File: src/rtl/store_buffer.sv
// Store buffer between the MEM stage and the data memory port.
// Stores are queued in order and drained in the background; loads bypass
// the queue unless their word address matches a queued store.
module store_buffer #(
  parameter int unsigned DEPTH = 4,
  parameter int unsigned AW    = 32,
  parameter int unsigned DW    = 32
) (
  input  logic          clk,
  input  logic          rst_n,
  input  logic [AW-1:0] cpu_addr,
  input  logic [DW-1:0] cpu_write_data,
  input  logic          cpu_memwrite,
  input  logic          cpu_memread,
  input  logic [3:0]    cpu_sign_mask,
  output logic [DW-1:0] cpu_read_data,
  output logic          cpu_stall,
  output logic [AW-1:0] mem_addr,
  output logic [DW-1:0] mem_write_data,
  output logic          mem_memwrite,
  output logic          mem_memread,
  output logic [3:0]    mem_sign_mask,
  input  logic [DW-1:0] mem_read_data,
  input  logic          mem_stall
);

  localparam int unsigned IW = $clog2(DEPTH);
  localparam int unsigned PW = IW + 1;

  typedef enum logic [2:0] {
    IDLE,
    ST_ISSUE,
    ST_WAIT,
    LD_ISSUE,
    LD_WAIT
  } state_t;

  state_t state;

  logic [AW-1:0]    addr_q [DEPTH];
  logic [DW-1:0]    data_q [DEPTH];
  logic [3:0]       mask_q [DEPTH];
  logic [DEPTH-1:0] valid;

  logic [PW-1:0] wr_ptr;
  logic [PW-1:0] rd_ptr;
  logic [IW-1:0] wr_idx;
  logic [IW-1:0] rd_idx;

  logic full;
  logic empty;
  logic enq;
  logic deq;
  logic conflict;
  logic ld_pending;
  logic load_done;
  logic seen_stall;

  assign wr_idx = wr_ptr[IW-1:0];
  assign rd_idx = rd_ptr[IW-1:0];
  assign full   = (wr_ptr[PW-1] != rd_ptr[PW-1]) && (wr_idx == rd_idx);
  assign empty  = (wr_ptr == rd_ptr);
  assign enq    = cpu_memwrite && !full;
  assign deq    = (state == ST_WAIT) && seen_stall && !mem_stall;

  // A load conflicts with any queued store (including one in flight) to the same word
  always_comb begin
    conflict = 1'b0;
    for (int unsigned i = 0; i < DEPTH; i++) begin
      if (valid[IW'(i)] && (addr_q[IW'(i)][AW-1:2] == cpu_addr[AW-1:2])) begin
        conflict = 1'b1;
      end
    end
  end

  assign ld_pending = cpu_memread && !load_done && !conflict;
  assign cpu_stall  = (cpu_memwrite && full) || (cpu_memread && !load_done);

  // Entry payload capture on enqueue
  always_ff @(posedge clk) begin
    if (enq) begin
      addr_q[wr_idx] <= cpu_addr;
      data_q[wr_idx] <= cpu_write_data;
      mask_q[wr_idx] <= cpu_sign_mask;
    end
  end

  // FIFO pointers and per-slot valid bits
  always_ff @(posedge clk) begin
    if (!rst_n) begin
      wr_ptr <= '0;
      rd_ptr <= '0;
      valid  <= '0;
    end else begin
      if (enq) begin
        valid[wr_idx] <= 1'b1;
        wr_ptr        <= wr_ptr + 1'b1;
      end
      if (deq) begin
        valid[rd_idx] <= 1'b0;
        rd_ptr        <= rd_ptr + 1'b1;
      end
    end
  end

  // Memory-side sequencer with registered request outputs
  always_ff @(posedge clk) begin
    if (!rst_n) begin
      state          <= IDLE;
      mem_addr       <= '0;
      mem_write_data <= '0;
      mem_memwrite   <= 1'b0;
      mem_memread    <= 1'b0;
      mem_sign_mask  <= '0;
      cpu_read_data  <= '0;
      load_done      <= 1'b0;
      seen_stall     <= 1'b0;
    end else begin
      load_done <= 1'b0;
      case (state)
        IDLE: begin
          if (!mem_stall) begin
            if (ld_pending) begin
              state         <= LD_ISSUE;
              mem_memread   <= 1'b1;
              mem_addr      <= cpu_addr;
              mem_sign_mask <= cpu_sign_mask;
            end else if (!empty) begin
              state          <= ST_ISSUE;
              mem_memwrite   <= 1'b1;
              mem_addr       <= addr_q[rd_idx];
              mem_write_data <= data_q[rd_idx];
              mem_sign_mask  <= mask_q[rd_idx];
            end
          end
        end
        ST_ISSUE: begin
          mem_memwrite <= 1'b0;
          seen_stall   <= 1'b0;
          state        <= ST_WAIT;
        end
        LD_ISSUE: begin
          mem_memread <= 1'b0;
          seen_stall  <= 1'b0;
          state       <= LD_WAIT;
        end
        ST_WAIT: begin
          if (mem_stall) begin
            seen_stall <= 1'b1;
          end else if (seen_stall) begin
            state <= IDLE;
          end
        end
        LD_WAIT: begin
          if (mem_stall) begin
            seen_stall <= 1'b1;
          end else if (seen_stall) begin
            cpu_read_data <= mem_read_data;
            load_done     <= 1'b1;
            state         <= IDLE;
          end
        end
        default: state <= IDLE;
      endcase
    end
  end

endmodule

File: config.mk
export PLATFORM = sky130hd
export DESIGN_NAME = store_buffer
export DESIGN_NICKNAME = d
export VERILOG_FILES = /design/src/rtl/store_buffer.sv
export SDC_FILE = /design/constraint.sdc
export NUM_CORES = 1
export LEC_CHECK = 0
export CAP_MARGIN = 20
export CELL_PAD_IN_SITES_DETAIL_PLACEMENT = 0
export CELL_PAD_IN_SITES_GLOBAL_PLACEMENT = 1
export CORE_ASPECT_RATIO = 1.2
export CORE_MARGIN = 4
export CORE_UTILIZATION = 35
export CTS_CLUSTER_DIAMETER = 60
export CTS_CLUSTER_SIZE = 40
export DETAILED_ROUTE_END_ITERATION = 10
export DONT_BUFFER_PORTS = 1
export PLACE_DENSITY = 0.67
export REMOVE_ABC_BUFFERS = 1
export SYNTH_ARGS = -nofsm -noshare
export SYNTH_HDL_FRONTEND = slang
export SYNTH_SLANG_ARGS = --single-unit
File: constraint.sdc
create_clock -name clk -period 3.9 [get_ports clk]
set_input_delay 0.39 -clock clk [delete_from_list [all_inputs] [get_ports clk]]
set_output_delay 0.39 -clock clk [all_outputs]
set_load 0.02 [all_outputs]
==> out/qor_table.md <==
| Group | Quantity | Reported |
|:---|:---|:---|
| outcome | Status | finished clean |
| clock network | TritonCTS clock tree | yes |
| critical path | Kind of cell adding the most delay to the critical path | simple AND/OR/NAND/NOR gates |
| clock network | Clock Root Buffer | sky130_fd_sc_hd__clkbuf_16 |
| flow run | Max-cap violation count | 0 |
| route | Routed met2 length | 22200 microns |
| route | Detailed router's first-iteration violation count | 616 |
| placement | GPL Wtd Cong | 0.780 |
| route | Top routing layer in use | met5 |
| die | Number of ports placed on the die boundary | 208 |
| timing | Unrepaired setup endpoints after global routing | false |
| logic synthesis | Cell taking the most area after synthesis | sky130_fd_sc_hd__edfxtp_1 |
| critical path | Arrival time at the worst endpoint | 3.32 ns |
| clock network | Clock slew at the register clock pins of the worst setup and hold paths | 0.09 ns |
| timing | Setup TNS after final layout | 0 ns |
| critical path | Setup crit start kind | flip-flop |
| pwr | Maximum resistive drop on vdd | 0.462 mV |
| placement | Count of input and output buffers | 0 |
| timing | Final setup fails | 0 |
| finish | Number of nets in the layout | 1306 |
| logic synthesis | Async S/R FF share, synth | 0% |
| die | Core area | 46900 sq um |
| critical path | Required time of the critical path | 4.37 ns |
| logic synthesis | Mean instance size in the synthesized netlist | 14.5 sq um |
| finish | Ratio of cells with drive above 1 in the final layout | 13.1% |
| logic synthesis | Fraction of post-synthesis cell area in the top cell type by area | 49.2% |
| timing | Maximum clock frequency | 0.351 GHz |
| timing | Final critical delay including setup and external delays | 2.85 ns |
| die | Die X-Extent | 207 microns |
| grt | Global-route usage over all layers | 16.0% |
| timing | Slew Limit Fails | 0 |
| hold path | Worst Hold Class | input port to flip-flop |
| clock network | Count of cells resized by post-cts repair | 0 |
| critical path | Crit Path Max Fanout | 47 |
| route | Post-route ant nets | 0 |
| route | Total Routed Length | 41200 microns |
| logic synthesis | Most instantiated flip-flop cell in the synthesis netlist | sky130_fd_sc_hd__edfxtp_1 |
| critical path | CP Class | flip-flop to flip-flop |
| route | Via Count | 9427 |
| clock network | Total clock buffers created by CTS | 29 |
| route | Vias/cell | 5.13 |
| logic synthesis | Register bit total from synthesis | 391 |
| timing | Final Skew | 0.0345 ns |
| placement | Post-detail-place hpwl | 25200 microns |
| grt | First-pass GRT wire length | 62000 microns |
| grt | Sum of overflow across all layers after global routing | 0 |
| route | Per-cell routed wire length | 22.4 microns |
| grt | Initial antenna violation count | 2 |
| finish | Diodes inserted | 0 |
| timing | Period Utilization, post-route | 73.1% |
| timing | Transition time of the tightest slew-check pin | 0.909 ns |
| critical path | Cell with the largest stage delay on the worst path | sky130_fd_sc_hd__nor4_1 |
| logic synthesis | Synthesis Warnings | 0 |
| route | Routed length on met1 | 15700 microns |
| die | Starting Density | 35.4% |
| timing | Min Hold Slack | 0.0398 ns |
| clock network | Buffer depth of the longest clock path | 3 |
| pwr | Power density relative to cell area | 461 nW/um^2 |
| grt | Maximum number of pins on one net before global-route repair | 133 |
| critical path | Critical path buffer and inverter count | 1 |
| logic synthesis | Post-Syn Instances | 1144 |
| critical path | Critical Path Sink Type | flip-flop |
| finish | Area Overhead vs Synth | 16.1% |
| timing | Normalized max-slew margin | 39.4% |
| grt | Number of global-route vias before repair | 9804 |
| logic synthesis | Count of distinct cell types in the synthesized netlist | 39 |
| clock network | Clk Latency, worst-skew pair | 0.61 ns |
| route | Detailed-router iteration count before antenna repair | 5 |
| die | DIE HEIGHT | 247 microns |
| die | Die area | 51000 sq um |
| logic synthesis | Synthesized cell area | 16600 sq um |
| clock network | Deepest level of the CTS H-tree | 1 |
| logic synthesis | Sequential-to-total area share from yosys stat | 63.6% |
| clock network | Number of sinks driven by the clock tree | 391 |
| pwr | Static leakage power | 0.00649 uW |
| route | Met3 wire length | 2700 microns |
| logic synthesis | Top post-synthesis cells by area | sky130_fd_sc_hd__edfxtp_1, sky130_fd_sc_hd__dfxtp_1, sky130_fd_sc_hd__mux4_2, sky130_fd_sc_hd__xnor2_1, sky130_fd_sc_hd__o211a_1 |
| logic synthesis | EDFF count, synth | 272 |
| die | Number of standard-cell rows in the floorplan | 87 |
| critical path | CP max stage delay | 0.55 ns |
| timing | Final-report hold violation count | 0 |
| route | Remaining routing DRC violations | 0 |
| critical path | List of cells traversed by the critical path | xnor2_1, nand4_1, nor4_1, a41oi_1, and3_4, buf_4, o211ai_1, o31ai_1 |
[placed cells by master (no fill, tap or decap), types with 30 or more instances in the layout]
cell                            synthesis  layout
sky130_fd_sc_hd__o211a_1               40      40
sky130_fd_sc_hd__dfxtp_1              119     116
sky130_fd_sc_hd__a21boi_0              35      35
sky130_fd_sc_hd__mux4_2                68      68
sky130_fd_sc_hd__edfxtp_1             272     272
sky130_fd_sc_hd__o211ai_1              30      30
sky130_fd_sc_hd__xnor2_1              101     101
sky130_fd_sc_hd__nor2_1                41      41
sky130_fd_sc_hd__mux2i_1               38      38
sky130_fd_sc_hd__nor3_1                37      36
sky130_fd_sc_hd__nand2_1              103     102
sky130_fd_sc_hd__dlygate4sd3_1          0     102
sky130_fd_sc_hd__o31ai_1               30      30
[cell usage after synthesis (2+ instances only)]
master and count:
sky130_fd_sc_hd__edfxtp_1 272, sky130_fd_sc_hd__o211ai_1 30, sky130_fd_sc_hd__xor2_1 24, sky130_fd_sc_hd__dfxtp_1 119, sky130_fd_sc_hd__buf_1 4, sky130_fd_sc_hd__nor4_1 12
sky130_fd_sc_hd__mux2i_1 38, sky130_fd_sc_hd__nand4_1 24, sky130_fd_sc_hd__nor2b_1 3, sky130_fd_sc_hd__o31ai_1 30, sky130_fd_sc_hd__xnor2_1 101, sky130_fd_sc_hd__clkbuf_1 55
sky130_fd_sc_hd__xnor2_2 2, sky130_fd_sc_hd__nand2_1 103, sky130_fd_sc_hd__a21oi_1 2, sky130_fd_sc_hd__buf_2 40, sky130_fd_sc_hd__nor4b_2 2, sky130_fd_sc_hd__and2_1 11
sky130_fd_sc_hd__nand2b_1 3, sky130_fd_sc_hd__nor2_1 41, sky130_fd_sc_hd__buf_6 7, sky130_fd_sc_hd__and3_1 2, sky130_fd_sc_hd__ha_1 8, sky130_fd_sc_hd__nor3_1 37
sky130_fd_sc_hd__inv_1 9, sky130_fd_sc_hd__a21boi_0 35, sky130_fd_sc_hd__nand3_1 8, sky130_fd_sc_hd__o21ai_0 5, sky130_fd_sc_hd__o211a_1 40, sky130_fd_sc_hd__mux4_2 68
[through the flow]
stage                     util (%)  setup WS (ns)  power, uW  cells  cell area (sq um)
after floorplan                  -          -1.87       5350   1038              16100
after global placement        36.5           1.07       5580   1679              17100
after detailed placement      36.5           1.05       5590   1680              17100
after CTS                     41.0           1.03       8980   1837              19200
after global routing          41.1          0.853       9260   1839              19300
final                         41.1           1.05       8870   1839              19300
[power breakdown]
part / internal [uW] / switching (uW)
Combinational: 346 / 443
Clock: 1520 / 1730
Sequential: 4650 / 180
Total: 6520 / 2350
[state kept, by name, indices dropped and copies added (netlist names), 4 cells and up, named ones only]
register        cells
mask_q             16
mem_addr           32
addr_q            128
mem_write_data     32
data_q            128
valid               4
cpu_read_data      32
mem_sign_mask       4
[metal layers]
metal | vias up | global-route usage (%)
met4 | 2 | 3.17
met5 | - | 0
li1 | 4386 | -
met1 | 4741 | 19.4
met2 | 259 | 29.2
met3 | 39 | 3.40
[cell families after synthesis]
| logic type | Yosys count | synth area share, % |
|---|---|---|
| compound gates | 149 | 7.33 |
| xor+xnor | 127 | 6.79 |
| fa+ha+maj | 8 | 0.603 |
| buf+inv | 115 | 3.22 |
| flops | 391 | 63.6 |
| mux | 106 | 11.5 |
| simple gates | 248 | 6.97 |
[tightest hold or removal path, cell delays in order]
cell	delay, ns
sky130_fd_sc_hd__nor4_1	0.04
sky130_fd_sc_hd__a21oi_1	0.12
sky130_fd_sc_hd__nor2_1	0.05
[final timing paths]
| path | slack, ns | from | endpoint | cells after the start |
|---|---|---|---|---|
| worst max register to register | 1.05 | addr_q[1][17] | mem_write_data[2] | 8 |
| worst min-delay path | 0.04 | mem_stall | mem_memread | 3 |
| worst min register to register | 0.53 | valid[3] | valid[3] | 1 |
| worst max-delay path | 1.05 | addr_q[1][17] | mem_write_data[2] | 8 |
[final cells by class]
| class | instances | area [sq um] |
|---|---|---|
| fillers | 4313 | 27700 |
| repair buffers | 124 | 1310 |
| flip-flops and latches | 391 | 10600 |
| clock buffers | 32 | 747 |
| clock inverters | 22 | 292 |
| inverters | 9 | 33.8 |
| multi-input cells | 638 | 5550 |
| well taps | 623 | 779 |
[what timing repair did]
item                      4_1_cts  5_1_grt
hold buffers                  103        0
hold endpoints to repair      387        0
setup buffers                   0        0
(Power assumes the default switching activity.)
